$ cat config.mk
export PLATFORM = sky130hd
export DESIGN_NAME = bldc_commutation_ctrl
export DESIGN_NICKNAME = d
export VERILOG_FILES = /design/src/rtl/bldc_commutation_ctrl.sv
export SDC_FILE = /design/constraint.sdc
export NUM_CORES = 1
export LEC_CHECK = 0
export BUFFER_PORTS_ARGS = -buffer_cell sky130_fd_sc_hd__buf_2
export CORE_MARGIN = 2
export CORE_UTILIZATION = 60
export DETAILED_ROUTE_END_ITERATION = 16
export PLACE_DENSITY = 0.84
export SYNTH_ARGS = -nofsm -noshare
export SYNTH_HDL_FRONTEND = slang
export SYNTH_SLANG_ARGS = --single-unit
$ cat constraint.sdc
create_clock -name clk -period 5.84 [get_ports clk]
set_input_delay 0.876 -clock clk [delete_from_list [all_inputs] [get_ports clk]]
set_output_delay 0.876 -clock clk [all_outputs]
set_load 0.005 [all_outputs]
$ cat src/rtl/bldc_commutation_ctrl.sv
// Six-step BLDC commutation sequencer: hall decode, dead time, duty ramp, hall/stall faults.
// Latency: a hall pin edge turns the gates off 3 clk later; the new pattern follows DEADTIME clk after that.
// Backpressure: none; duty_cycle feeds pwm_generator directly and every output is registered.
module bldc_commutation_ctrl #(
    parameter int RAMP_DIV     = 256,
    parameter int RAMP_STEP    = 1,
    parameter int DEADTIME     = 4,
    parameter int STALL_CYCLES = 2**20
) (
    input  logic       clk,
    input  logic       reset,
    input  logic       enable,
    input  logic       direction,
    input  logic [2:0] hall,
    input  logic [7:0] target_duty,
    output logic [7:0] duty_cycle,
    output logic [2:0] high_en,
    output logic [2:0] low_en,
    output logic       running,
    output logic       fault,
    output logic [1:0] fault_code
);

    localparam int PW = (RAMP_DIV > 1) ? $clog2(RAMP_DIV) : 1;
    localparam int DW = (DEADTIME > 1) ? $clog2(DEADTIME) : 1;
    localparam int SW = $clog2(STALL_CYCLES + 1);
    localparam logic [PW-1:0] PRE_LAST   = PW'(RAMP_DIV - 1);
    localparam logic [DW-1:0] DEAD_LAST  = DW'(DEADTIME - 1);
    localparam logic [SW-1:0] STALL_LAST = SW'(STALL_CYCLES - 1);
    localparam logic [8:0]    STEP9      = 9'(RAMP_STEP);

    typedef enum logic [2:0] {IDLE, DEAD, RUN, STOP, FAULT} state_t;

    state_t          state;
    logic [2:0]      hall_meta;
    logic [2:0]      hs;
    logic [2:0]      hs_prev;
    logic            dir_prev;
    logic [2:0]      pat_hs;
    logic            pat_dir;
    logic [PW-1:0]   pre;
    logic [DW-1:0]   dead_cnt;
    logic [SW-1:0]   stall_cnt;

    logic            hs_valid;
    logic            hs_chg;
    logic            dir_chg;
    logic            pat_chg;
    logic            active;
    logic            tick;
    logic            stall_hit;
    logic            flt;
    logic [1:0]      flt_code;
    logic [7:0]      eff_tgt;
    logic [8:0]      duty_up;
    logic [8:0]      duty_dn;
    logic [7:0]      nxt_duty;

    // {high_en, low_en} for forward rotation; reverse swaps the two halves.
    function automatic logic [5:0] decode(input logic [2:0] h, input logic rev);
        logic [5:0] p;
        case (h)
            3'b101:  p = {3'b001, 3'b010};
            3'b100:  p = {3'b001, 3'b100};
            3'b110:  p = {3'b010, 3'b100};
            3'b010:  p = {3'b010, 3'b001};
            3'b011:  p = {3'b100, 3'b001};
            3'b001:  p = {3'b100, 3'b010};
            default: p = 6'b000000;
        endcase
        return rev ? {p[2:0], p[5:3]} : p;
    endfunction

    always_ff @(posedge clk) begin
        hall_meta <= hall;
        hs        <= hall_meta;
        hs_prev   <= hs;
        dir_prev  <= direction;
    end

    always_comb begin
        hs_valid  = (hs != 3'b000) && (hs != 3'b111);
        hs_chg    = (hs != hs_prev);
        dir_chg   = (direction != dir_prev);
        pat_chg   = (hs != pat_hs) || (direction != pat_dir);
        active    = (state == DEAD) || (state == RUN) || (state == STOP);
        tick      = active && (pre == PRE_LAST);
        stall_hit = (stall_cnt == STALL_LAST) && (duty_cycle != 8'd0) && !hs_chg;
        flt       = active && (!hs_valid || stall_hit);
        flt_code  = !hs_valid ? 2'b01 : 2'b10;
        eff_tgt   = (state == STOP) ? 8'd0 : target_duty;
    end

    // 9-bit slew so neither the step up past 255 nor the step down past 0 can wrap.
    always_comb begin
        duty_up  = {1'b0, duty_cycle} + STEP9;
        duty_dn  = {1'b0, duty_cycle} - STEP9;
        nxt_duty = duty_cycle;
        if (tick) begin
            if (duty_cycle < eff_tgt)
                nxt_duty = (duty_up > {1'b0, eff_tgt}) ? eff_tgt : duty_up[7:0];
            else if (duty_cycle > eff_tgt)
                nxt_duty = (duty_dn[8] || (duty_dn[7:0] < eff_tgt)) ? eff_tgt : duty_dn[7:0];
        end
    end

    always_ff @(posedge clk) begin
        if (reset || !active)
            pre <= '0;
        else
            pre <= (pre == PRE_LAST) ? '0 : pre + 1'b1;

        if (reset || !active || (duty_cycle == 8'd0) || hs_chg)
            stall_cnt <= '0;
        else
            stall_cnt <= stall_cnt + 1'b1;
    end

    always_ff @(posedge clk) begin
        if (reset) begin
            state      <= IDLE;
            duty_cycle <= 8'd0;
            high_en    <= 3'b000;
            low_en     <= 3'b000;
            running    <= 1'b0;
            fault      <= 1'b0;
            fault_code <= 2'b00;
            dead_cnt   <= '0;
            pat_hs     <= 3'b000;
            pat_dir    <= 1'b0;
        end else begin
            running <= 1'b0;
            if (flt) begin
                state      <= FAULT;
                duty_cycle <= 8'd0;
                high_en    <= 3'b000;
                low_en     <= 3'b000;
                fault      <= 1'b1;
                fault_code <= flt_code;
            end else begin
                case (state)
                    IDLE: begin
                        high_en    <= 3'b000;
                        low_en     <= 3'b000;
                        duty_cycle <= 8'd0;
                        dead_cnt   <= '0;
                        if (enable && hs_valid) begin
                            state <= DEAD;
                        end else if (enable) begin
                            state      <= FAULT;
                            fault      <= 1'b1;
                            fault_code <= 2'b01;
                        end
                    end
                    DEAD: begin
                        duty_cycle <= nxt_duty;
                        high_en    <= 3'b000;
                        low_en     <= 3'b000;
                        if (hs_chg || dir_chg) begin
                            dead_cnt <= '0;
                        end else if (dead_cnt == DEAD_LAST) begin
                            pat_hs            <= hs;
                            pat_dir           <= direction;
                            {high_en, low_en} <= decode(hs, direction);
                            state             <= enable ? RUN : STOP;
                            running           <= enable && (nxt_duty == target_duty);
                        end else begin
                            dead_cnt <= dead_cnt + 1'b1;
                        end
                    end
                    RUN: begin
                        duty_cycle <= nxt_duty;
                        if (!enable) begin
                            state <= STOP;
                        end else if (pat_chg) begin
                            state    <= DEAD;
                            dead_cnt <= '0;
                            high_en  <= 3'b000;
                            low_en   <= 3'b000;
                        end else begin
                            running <= (nxt_duty == target_duty);
                        end
                    end
                    STOP: begin
                        duty_cycle <= nxt_duty;
                        if (duty_cycle == 8'd0) begin
                            state   <= IDLE;
                            high_en <= 3'b000;
                            low_en  <= 3'b000;
                        end else if (pat_chg) begin
                            state    <= DEAD;
                            dead_cnt <= '0;
                            high_en  <= 3'b000;
                            low_en   <= 3'b000;
                        end else if (enable) begin
                            state <= RUN;
                        end
                    end
                    FAULT: begin
                        duty_cycle <= 8'd0;
                        high_en    <= 3'b000;
                        low_en     <= 3'b000;
                        if (!enable) begin
                            state      <= IDLE;
                            fault      <= 1'b0;
                            fault_code <= 2'b00;
                        end
                    end
                    default: state <= IDLE;
                endcase
            end
        end
    end

endmodule

==> results of run 1 <==
==> worst max-delay path, delay by kind of cell, from the launching register on <==
kind                     cells  cell delay (ns)
XOR/XNOR                     1             0.22
AND/OR/NAND/NOR              7             2.50
AO/OA/AOI/OAI                4             0.75
flip-flops                   1             0.44
adder cells (fa/ha/maj)      1             0.36
==> placed cells by master (no fill, tap or decap), types with 7 or more instances in the layout <==
master / count
a22oi_1: 7
or3_1: 8
inv_1: 18
nand4_1: 9
xor2_1: 30
nand3_1: 19
nor4_1: 7
nor3_1: 12
nand2_1: 50
ha_1: 27
nand2b_1: 14
o21ai_0: 24
buf_2: 32
a21oi_1: 30
dfxtp_1: 66
a211oi_1: 7
and3_1: 9
nor2_1: 69
mux2i_1: 10
clkbuf_8: 9
xnor2_1: 10
==> logic make-up (layout without fill, tap and decap cells) <==
group | count (synthesis) | count (layout)
muxes | 11 | 11
adders and majority gates | 27 | 27
and+or+nand+nor | 230 | 230
xor gates and xnor gates | 40 | 40
AOI/OAI and AO/OA | 127 | 127
DFF | 66 | 66
buffers and inverters | 45 | 65
==> Yosys cell counts, drive strengths merged (5+ instances only) <==
library cell | n | area, um^2
a21oi | 34 | 193
ha | 27 | 338
mux2i | 10 | 100
o21ai | 24 | 120
o21a | 5 | 37.5
nor2b | 6 | 37.5
and2 | 5 | 31.3
nand2b | 14 | 87.6
and3 | 10 | 67.6
clkbuf | 15 | 57.6
nand2 | 50 | 188
a31oi | 6 | 43.8
buf | 12 | 71.3
xnor2 | 10 | 87.6
inv | 18 | 67.6
or3 | 8 | 50.1
a22oi | 7 | 52.6
dfxtp | 66 | 1320
nand4 | 10 | 68.8
o22ai | 7 | 57.6
nand3 | 20 | 113
xor2 | 30 | 263
nor4 | 8 | 56.3
a211oi | 7 | 52.6
o221ai | 5 | 43.8
nor3 | 13 | 76.3
nor2 | 70 | 270
or2 | 7 | 43.8
==> worst min-delay path by stage <==
| stage | slack [ns] | cells past startpoint | start | endpoint |
|---|---|---|---|---|
| floorplan | 0.31 | 0 | hall_meta[0] | hs[0] |
| global placement | 0.31 | 0 | hall_meta[1] | hs[1] |
| detailed placement | 0.31 | 0 | hall_meta[1] | hs[1] |
| CTS | 0.33 | 0 | hall_meta[1] | hs[1] |
| global route | 0.34 | 0 | hall_meta[1] | hs[1] |
| finish | 0.33 | 0 | hall_meta[1] | hs[1] |
==> per-layer routing <==
| layer | vias to the layer above | share of wire (%) |
|---|---|---|
| met3 | 61 | 9.8 |
| met2 | 250 | 45 |
| met1 | 1934 | 41 |
| met4 | 0 | 3.7 |
| met5 | - | 0 |
| li1 | 1985 | - |
==> metrics by stage <==
stage / cell area (um^2) / worst slack, ns / hold slack, ns / power [mW]
floorplan: 4410 / 2.21 / 0.310 / 0.525
global placement: 4570 / 1.76 / 0.310 / 0.544
detailed placement: 4570 / 1.64 / 0.315 / 0.546
CTS: 4780 / 1.59 / 0.331 / 0.958
global route: 4780 / 1.25 / 0.335 / 0.991
finish: 4780 / 1.45 / 0.331 / 0.954
==> state kept, by name, summed over array words and instances, names as in the netlist <==
register    flops
high_en         3
state           3
stall_cnt      21
duty_cycle      8
pre             8
fault           1
hs_prev         3
dir_prev        1
hall_meta       3
low_en          3
hs              3
pat_dir         1
pat_hs          3
running         1
dead_cnt        2
fault_code      2
==> power by group <==
part | internal (mW) | switching, mW | total [mW]
Combinational | 0.0276 | 0.0472 | 0.0748
Sequential | 0.456 | 0.00799 | 0.464
Clock | 0.239 | 0.176 | 0.415
Total | 0.723 | 0.232 | 0.954
==> area by class of cell <==
class,count,area [um^2]
sequential,66,1320
inverter,18,67.6
timing repair buffer,32,160
fill,537,2390
clock buffer,9,124
clock inverter,6,92.6
tap,99,124
multi-input combinational,435,2900
==> metrics.md, run 1 <==
| Metric | Value |
|---|---|
| Crit path from | duty_cycle[0] |
| Clock sinks | 66 |
| Tot GR Track Use | 28.2% |
| #FFs+latches synth | 66 |
| Adder-cell share of the synthesized area | 7.66% |
| Synth Cell Area | 0.00441 mm^2 |
| Final net count | 604 |
| Mux share of post-synthesis cell area | 2.61% |
| Initial antenna violation count | 0 |
| Post-synthesis cell count | 546 |
| CTS H-Tree Depth | 3 |
| Distinct cell type count after synthesis | 70 |
| Setup crit end | running |
| Die Y | 89.8 um |
| Worst reg2reg path depth | 13 |
| Clock transition at path regs | 0.07 ns |
| First-pass GRT wire length | 18800 um |
| M1 GR Usage | 35.3% |
| R2R Setup Slk | 1.45 ns |
| Largest net degree at the start of global routing | 22 |
| DRT Pass-1 Iters | 7 |
| Core area | 0.00718 mm^2 |
| Synth-to-Final Area Change | 8.42% |
| Xor and xnor fraction of the mapped netlist area | 7.94% |
| Via count | 4230 |
| GR Layer Usage met3 | 8.63% |
| Final WL | 11300 um |
| # rows | 31 |
| RSZ-0062 raised after global routing | false |
| # Post-CTS Setup Buffers | 0 |
| Most frequent CP cell | or4_1 |
| Final Wtd Congestion | 1.04 |
| Gr ovfl total | 0 |
| CP Max Fanout | 13 |
| Reg-to-Reg Start | duty_cycle[0] |
| Hold-fix buffers, CTS | 0 |
| Synthesized Nets | 588 |
| Critical Path AT | 4.64 ns |
| Antenna violation net count after detailed routing | 0 |
| Wire per inst | 16.9 um |
| Synth Area per Inst | 8.08 um^2 |
| Layout Skew | 0.0118 ns |
| Vias in the first global route | 4033 |
| ANT cells | 0 |
| Final hold violations | 0 |
| Starting density of the core | 61.5% |
| Post-CTS Resized | 0 |
| Final setup viols | 0 |
| Port buffer count | 32 |
| Worst-Skew Late Latency | 0.34 ns |
| Final-report max-slew violation count | 0 |
| Drt first-iter violations | 508 |
| Fin crit share | 75.2% |
| Slew headroom | 39.0% |
| Post-synth EDFFs | 0 |
| Die X | 89.8 um |
| CP cell instances | or4_1 -> nor4_1 -> xor2_1 -> ha_1 -> nand4_1 -> a41oi_2 -> a21oi_2 -> nor2_1 -> nand2_1 -> a32oi_2 -> o2bb2ai_1 -> or4_1 -> nor4_2 |
| Dpl cells | 650 |
| VDD IR-drop max | 0.000182 V |
| IO Count | 33 |
| Slowest CP cell | or4_1 |
| Final min period | 4.39 ns |
| Slew @ Worst Pin | 0.906 ns |
| Post-synth ARST share | 0% |
| Layout cells sized above 1 | 12.5% |
| Kind of critical path | register to register |
| Clock Root Buffer | clkbuf_8 |
| Residual DRC count | 0 |
| Worst path max stage delay | 0.66 ns |
| Die area | 0.00806 mm^2 |
| Synth warnings | 0 |
| TritonCTS clock tree | done |
| Non-Filler Instances | 665 |
| Main combinational cell family by area after synthesis | simple AND/OR/NAND/NOR gates |
| Compound-Gate Fraction of Synth Area | 20.3% |
| WP data required | 6.09 ns |
| Seq/Total Area, Yosys | 29.9% |
| Setup TNS | 0 ns |
| Status | complete, no violations |
| Static leakage | 1.94 nW |
| RR Endpoint | running |
| DPL Wire Length | 8330 um |
| Setup crit start kind | register |
| Max cap viols | 0 |
| Hold Path Class | register to register |
| Top Usage Layer GRT | met2 |
| Met2 Usage GRT | 46.0% |
| CP endpoint kind | register |
| Simple-gate share of the synthesized area | 27.1% |
| Via/cell ratio | 6.36 |
| Clock Path Buffers | 2 |
| Ys flop type | dfxtp_1 |
| Max Clk Rate | 0.228 GHz |
| Pwr Density | 199 mW/mm^2 |
| Inserted Clock Buffers | 9 |
| Final core utilization | 66.7% |
(Power assumes the default switching activity.)
==> run 2, diff against run 1 <==
ABC_AREA = 1   (was default)
clock period = 4.3 ns   (was 5.84 ns; I/O delays follow)
==> run 2 against run 1 <==
Against the previous run:
- worst setup slack worse by 0.57 ns
- synthesized area down 3.7%
- register-to-register slack worse by 0.57 ns
- final cell count up 15%
- sequential cell count unchanged
- worst hold slack worse by 0.0052 ns
- critical path depth up 9
- largest power group unchanged
- global-route usage down 1.1 points
- utilization up 2.0 points
- combinational power rose to 5.9 times the previous value
- sequential power up 47%
- largest cell class unchanged
==> metrics.md, run 2 <==
| Metric | Value |
|---|---|
| Status | complete, no violations (unchanged) |
| CP Max Fanout | 10 (was 13) |
| Slew @ Worst Pin | 0.475 ns (was 0.906 ns) |
| Distinct cell type count after synthesis | 43 (was 70) |
| Final WL | 9990 um (was 11300 um) |
| Kind of critical path | register to register (unchanged) |
| Count leader, synth | nand2_1 (was nor2_1) |
| Int Pwr | 1.05 mW (was 723 uW) |
| # rows | 30 (was 31) |
| Layout cells sized above 1 | 14.3% (was 12.5%) |
| DRT Pass-1 Iters | 6 (was 7) |
| Hold_sp | hall_meta[1] (unchanged) |
| Final net count | 703 (was 604) |
| Starting density of the core | 62.2% (was 61.5%) |
| Layout Skew | 0.0103 ns (was 0.0118 ns) |
| ANT cells | 0 (unchanged) |
| Die area | 0.00777 mm^2 (was 0.00806 mm^2) |
| Pwr Density | 348 mW/mm^2 (was 199 mW/mm^2) |
| Vias in the first global route | 3661 (was 4033) |
| Critical Path AT | 3.69 ns (was 4.64 ns) |
| Setup TNS | 0 ns (unchanged) |
| Switching Share | 35.7% (was 24.3%) |
| Tot Pwr | 1.63 mW (was 954 uW) |
| RSZ-0062 raised after global routing | false (unchanged) |
| Commonest non-fill, non-tap cell in the layout | nand2_1 (was nor2_1) |
| Switching pwr | 582 uW (was 232 uW) |
| TritonCTS clock tree | done (unchanged) |
| CTS H-Tree Depth | 3 (unchanged) |
| Max reg flops | 21 (unchanged) |
| First-pass GRT wire length | 16700 um (was 18800 um) |
| Gr ovfl total | 0 (unchanged) |
| Top post-synthesis cells by area | dfxtp_1 31%, nand2_1 12%, ha_1 8.0% (was dfxtp_1 30%, ha_1 7.7%, xor2_1 6.0%) |
| Top reg by flops | stall_cnt (unchanged) |
| Synth-to-Final Area Change | 10.4% (was 8.42%) |
| Static leakage | 2.23 nW (was 1.94 nW) |
| Clock Path Buffers | 2 (unchanged) |
| Final-report max-slew violation count | 0 (unchanged) |
| Commonest cells after routing, fill and taps aside | 136 x nand2_1, 80 x inv_1, 69 x nor2_1, 66 x dfxtp_1, 60 x nand3_1 (was 69 x nor2_1, 66 x dfxtp_1, 50 x nand2_1, 32 x buf_2) |
| Seq/Total Area, Yosys | 31.1% (was 29.9%) |
| VDD IR-drop max | 0.000277 V (was 0.000182 V) |
| Sequential share of power | 41.8% (was 48.6%) |
| Wire per inst | 13.1 um (was 16.9 um) |
| Worst-Skew Late Latency | 0.34 ns (about the same) |
| Hold Path Class | register to register (unchanged) |
| Hold-fix buffers, CTS | 0 (unchanged) |
| Max cap viols | 0 (unchanged) |
| Final hold violations | 0 (unchanged) |
| IO Count | 33 (unchanged) |
| Die Y | 88.2 um (was 89.8 um) |
| Ys flop type | dfxtp_1 (unchanged) |
| Clk pwr share | 31.1% (was 43.5%) |
| R2R Setup Slk | 0.88 ns (was 1.45 ns) |
| Final setup viols | 0 (unchanged) |
| Via/cell ratio | 5.44 (was 6.36) |
| Die X | 88.2 um (was 89.8 um) |
| Synth warnings | 0 (unchanged) |
| Crit path from | state[2] (was duty_cycle[0]) |
| Comb pwr share | 27.1% (was 7.8%) |
| Synthesized Nets | 665 (was 588) |
| Post-synth ARST share | 0% (unchanged) |
| Clock Root Buffer | clkbuf_8 (unchanged) |
| # Post-CTS Setup Buffers | 0 (unchanged) |
| Slew headroom | 68.3% (was 39.0%) |
| Port buffer count | 32 (unchanged) |
| Post-synth EDFFs | 0 (unchanged) |
| DPL Wire Length | 7820 um (was 8330 um) |
| Drt first-iter violations | 435 (was 508) |
| Largest registers | stall_cnt x21, duty_cycle x8, pre x8 (unchanged) |
| Antenna violation net count after detailed routing | 0 (unchanged) |
| Synth Area per Inst | 6.82 um^2 (was 8.08 um^2) |
| Reg-to-Reg Start | state[2] (was duty_cycle[0]) |
| Final min period | 3.42 ns (was 4.39 ns) |
| Largest area contributor in the netlist | dfxtp_1 (unchanged) |
| Post-synth top area share | 31.1% (was 29.9%) |
| Setup crit start kind | register (unchanged) |
| CP endpoint kind | register (unchanged) |
| Core area | 0.00683 mm^2 (was 0.00718 mm^2) |
| Filler cell count | 611 (was 537) |
| Clock sinks | 66 (unchanged) |
| Fin crit share | 79.4% (was 75.2%) |
| Initial antenna violation count | 0 (unchanged) |
| Post-synthesis cell count | 623 (was 546) |
| Final Wtd Congestion | 1.01 (was 1.04) |
| Via count | 4148 (was 4230) |
| Post-CTS Resized | 0 (unchanged) |
| WP data required | 4.58 ns (was 6.09 ns) |
| Inserted Clock Buffers | 9 (unchanged) |
| Synth Cell Area | 0.00425 mm^2 (was 0.00441 mm^2) |
| Residual DRC count | 0 (unchanged) |
| Tot GR Track Use | 27.2% (was 28.2%) |
| Largest net degree at the start of global routing | 17 (was 22) |
| Clock transition at path regs | 0.08 ns (was 0.07 ns) |
| Commonest cells post-synth | 136 x nand2_1, 80 x inv_1, 69 x nor2_1 (was 69 x nor2_1, 66 x dfxtp_1, 50 x nand2_1) |
| #FFs+latches synth | 66 (unchanged) |
| Max Clk Rate | 0.293 GHz (was 0.228 GHz) |
==> run 2: through the flow <==
stage                     utilization (%)  cell area, um^2  hold slack [ns]  setup WS (ns)  std cells
final                                68.7             4690            0.326          0.884        762
after CTS                            68.7             4690            0.330          0.991        762
after detailed placement             65.8             4500            0.316           1.03        746
after global placement               65.8             4500            0.312           1.08        746
after floorplan                         -             4250            0.310           1.58        623
after global routing                 68.7             4690            0.345          0.542        762
==> run 2: power by group through the flow <==
stage,clock [mW],combinational (mW),sequential [mW]
CTS,0.518,0.432,0.680
global placement,0,0.416,0.692
global route,0.545,0.487,0.687
floorplan,0,0.327,0.689
finish,0.508,0.442,0.681
detailed placement,0,0.430,0.694
==> run 2: path summary, 6_finish.rpt <==
| check | end | cells past startpoint |
|---|---|---|
| worst max-delay path | running | 22 |
| worst min-delay path | hs[1] | 0 |
| worst max register to register | running | 22 |
| worst min register to register | hs[1] | 0 |
==> run 2: logic make-up after synthesis <==
family | Yosys count | synth area share (%)
flip-flops | 66 | 31.1
adder cells (fa/ha/maj) | 27 | 7.95
XOR/XNOR | 26 | 5.36
AO/OA/AOI/OAI | 73 | 9.54
AND/OR/NAND/NOR | 331 | 36.8
buffers and inverters | 100 | 9.25
==> run 2: layout make-up <==
cell class | count | area (um^2) | share of cell area (%)
clock inverter | 6 | 67.6 | 1.44
timing repair buffer | 32 | 160 | 3.41
tap | 96 | 120 | 2.56
clock buffer | 10 | 128 | 2.72
multi-input combinational | 457 | 2530 | 54.0
inverter | 95 | 359 | 7.66
sequential | 66 | 1320 | 28.2
==> run 2: routing by layer <==
layer	wire, um	GRT usage (%)	vias up
li1	-	-	2095
met1	4540	37.1	1856
met2	4520	42.9	179
met3	828	6.97	18
met4	106	7.30	0
met5	0	0	-
==> run 2: worst max-delay path, cell delays in order, from the launching register on <==
cell and delay [ns]:
dfxtp_1 0.39, inv_1 0.10, nand3_1 0.13, clkinv_1 0.27, nor2_1 0.34, inv_1 0.12, ha_1 0.30, inv_2 0.05
nor2_1 0.09, nor2_1 0.05, o21ai_1 0.18, nand2_1 0.07, nand2_1 0.12, inv_2 0.11, nor2_2 0.30, nand3_1 0.13
nand2_1 0.09, nand2_1 0.08, nand3_1 0.08, nand2_1 0.05, nor2_1 0.11, nand3_1 0.10, nor2_1 0.08
==> run 3, diff against run 2 <==
CORE_UTILIZATION = 55   (was 60)
PLACE_DENSITY = 0.81   (was 0.84)
clock period = 3.1 ns   (was 4.3 ns; I/O delays follow)
==> run 3 against run 2 <==
Against the previous run:
- sequential share of layout area is 1.5 points lower
- combinational power is 50% higher
- worst hold slack worse by 0.11 ns
- via count is 3.2% higher
- first-iteration DRC count is 17% lower
- count of clock-buffer cells in the layout is 3 higher
- die area is 8.7% higher
- register-to-register slack worse by 0.87 ns
- sequential cell count stayed put
- utilization is 2.8 points lower
- worst setup slack worse by 0.87 ns
- largest cell class unchanged
==> metrics.md, run 3 (synthesis results as in run 2) <==
| Metric | Value |
|---|---|
| CP cell instances | nor3_2 -> nand3_1 -> xor2_1 -> ha_1 -> a21oi_1 -> nor2_1 -> nor3_1 -> nand2_2 -> buf_4 -> nand3_1 -> nand3_1 -> nand2_1 -> nand2_1 -> nand3_1 -> nand2_1 -> nor2_1 -> nand3_1 -> nor2_1 (was inv_1 -> nand3_1 -> clkinv_1 -> nor2_1 -> inv_1 -> ha_1 -> inv_2 -> nor2_1 -> nor2_1 -> o21ai_1 -> nand2_1 -> nand2_1 -> inv_2 -> nor2_2 -> nand3_1 -> nand2_1 -> nand2_1 -> nand3_1 -> nand2_1 -> nor2_1 -> nand3_1 -> nor2_1) |
| R2R Setup Slk | 0.009 ns (was 0.88 ns) |
| Final net count | 732 (was 703) |
| Inserted Clock Buffers | 9 (unchanged) |
| Filler cell count | 682 (was 611) |
| Largest registers | stall_cnt x21, duty_cycle x8, pre x8 (unchanged) |
| Gr ovfl total | 0 (unchanged) |
| DRT Pass-1 Iters | 6 (unchanged) |
| Via/cell ratio | 5.38 (was 5.44) |
| Die X | 91.9 um (was 88.2 um) |
| Worst-Skew Late Latency | 0.35 ns (was 0.34 ns) |
| Slew @ Worst Pin | 0.430 ns (was 0.475 ns) |
| Max cap viols | 0 (unchanged) |
| Die Y | 91.9 um (was 88.2 um) |
| Kind of critical path | register to register (unchanged) |
| Final core utilization | 65.8% (was 68.7%) |
| Initial antenna violation count | 0 (unchanged) |
| Layout Skew | 0.00756 ns (was 0.0103 ns) |
| RR Endpoint | running (unchanged) |
| Tot GR Track Use | 26.4% (was 27.2%) |
| IO Count | 33 (unchanged) |
| ANT cells | 0 (unchanged) |
| Via count | 4280 (was 4148) |
| First-pass GRT wire length | 17900 um (was 16700 um) |
| Pwr Density | 468 mW/mm^2 (was 348 mW/mm^2) |
| CP endpoint kind | register (unchanged) |
| Status | complete, no violations (unchanged) |
| Reg area | 0.00133 mm^2 (was 0.00132 mm^2) |
| Final Wtd Congestion | 0.993 (was 1.01) |
| Largest net degree at the start of global routing | 17 (unchanged) |
| Pre-CTS setup slack | -0.0660 ns (was 1.03 ns) |
| Port buffer count | 32 (unchanged) |
| Worst path max stage delay | 0.41 ns (was 0.39 ns) |
| Vias in the first global route | 3915 (was 3661) |
| Final-report max-slew violation count | 0 (unchanged) |
| Commonest cells after routing, fill and taps aside | 134 x nand2_1, 79 x inv_1, 67 x nor2_1, 62 x dfxtp_1, 60 x nand3_1 (was 136 x nand2_1, 80 x inv_1, 69 x nor2_1, 66 x dfxtp_1, 60 x nand3_1) |
| DPL Wire Length | 8570 um (was 7820 um) |
| Layout cells sized above 1 | 19.9% (was 14.3%) |
| Final worst setup slack | 0.00925 ns (was 0.884 ns) |
| Hold Path Class | input port to register (was register to register) |
| Final min period | 3.09 ns (was 3.42 ns) |
| Most frequent CP cell | nand3_1 |
| # rows | 32 (was 30) |
| CP Max Fanout | 7 (was 10) |
| Max Clk Rate | 0.324 GHz (was 0.293 GHz) |
| Crit. path cell count | 18 (was 22) |
| Multi-input combinational cell area | 0.00260 mm^2 (was 0.00253 mm^2) |
| Crit path from | duty_cycle[0] (was state[2]) |
| Core area | 0.00761 mm^2 (was 0.00683 mm^2) |
| Starting density of the core | 55.9% (was 62.2%) |
| Buf/Inv on CP | 1 (was 5) |
| Clock Root Buffer | clkbuf_8 (unchanged) |
| Final WL | 11100 um (was 9990 um) |
| Reg-to-Reg Start | duty_cycle[0] (was state[2]) |
| Static leakage | 2.41 nW (was 2.23 nW) |
| Drt first-iter violations | 360 (was 435) |
| Die area | 0.00844 mm^2 (was 0.00777 mm^2) |
| CTS H-Tree Depth | 3 (unchanged) |
| Max reg flops | 21 (unchanged) |
| Residual DRC count | 0 (unchanged) |
| Hold_ws | 0.218 ns (was 0.326 ns) |
| Slew headroom | 71.2% (was 68.3%) |
| Setup crit end | running (unchanged) |
| Final setup viols | 0 (unchanged) |
| Final hold violations | 0 (unchanged) |
| Clock sinks | 66 (unchanged) |
| Clock Path Buffers | 2 (unchanged) |
| VDD IR-drop max | 0.000553 V (was 0.000277 V) |
| Slowest CP cell | nor3_2 (was dfxtp_1) |
| TritonCTS clock tree | done (unchanged) |
| Top reg by flops | stall_cnt (unchanged) |
| Wire per inst | 14.0 um (was 13.1 um) |
| Synth-to-Final Area Change | 17.8% (was 10.4%) |
| Hold-fix buffers, CTS | 0 (unchanged) |
| Critical Path AT | 3.38 ns (was 3.69 ns) |
| Commonest non-fill, non-tap cell in the layout | nand2_1 (unchanged) |
| Tot Pwr | 2.34 mW (was 1.63 mW) |
| Antenna violation net count after detailed routing | 0 (unchanged) |
| Clock transition at path regs | 0.07 ns (was 0.08 ns) |
| WHS Path Cells | 1 (was 0) |
| WP data required | 3.39 ns (was 4.58 ns) |
| Fin crit share | 99.7% (was 79.4%) |
| CP top delay family | simple AND/OR/NAND/NOR gates (unchanged) |
| Setup crit start kind | register (unchanged) |
| Worst reg2reg path depth | 18 (was 22) |
[run 3: cell types whose count changed in the layout (fill, tap and decap cells not counted), sizes merged]
cell	delta
buf	+29
clkinv	-3
clkbuf	+3
clkinvlp	-1
[run 3: cell type report]
| cell class | count | area share, % |
|---|---|---|
| inverter | 95 | 7.30 |
| clock buffer | 13 | 3.37 |
| multi-input combinational | 457 | 51.9 |
| timing repair buffer | 61 | 7.55 |
| sequential | 66 | 26.6 |
| clock inverter | 2 | 0.700 |
| tap | 102 | 2.55 |
[run 3: metrics by stage]
step	std cells	area, um^2	setup TNS, ns
5_1_grt	796	5010	-0.0622
3_5_place_dp	775	4680	-0.0660
6_report	796	5010	0
2_1_floorplan	623	4250	0
4_1_cts	790	4880	0
3_3_place_gp	775	4680	0
[run 3: repair_timing]
item                                    CTS  global route
endpoints found under the setup margin    1             7
cloned                                    0             0
resized for setup                         2            21
pin swaps                                 0             7
buffers inserted                          0             6
[run 3: worst min-delay path by stage]
stage / startpoint / to / slack [ns]
6_report: hall[0] / hall_meta[0] / 0.22
5_1_grt: hall[1] / hall_meta[1] / 0.21
4_1_cts: hall[2] / hall_meta[2] / 0.21
3_5_place_dp: hall_meta[2] / hs[2] / 0.32
3_3_place_gp: hall_meta[1] / hs[1] / 0.31
2_1_floorplan: hall_meta[0] / hs[0] / 0.31
[run 3: per-layer routing]
| layer | GRT usage [%] | up-vias | part of all wire, % |
|---|---|---|---|
| met5 | 0 | - | 0 |
| met4 | 9.33 | 0 | 2.8 |
| met3 | 5.83 | 31 | 7.1 |
| met2 | 45.2 | 169 | 48 |
| met1 | 32.5 | 1929 | 42 |
| li1 | - | 2151 | - |
[run 3: where the power goes]
group          internal [mW]  switching, mW  total, mW  leakage (nW)
Sequential             0.900         0.0393      0.939         0.540
Combinational          0.206          0.454      0.661          1.76
Clock                  0.432          0.311      0.743         0.106
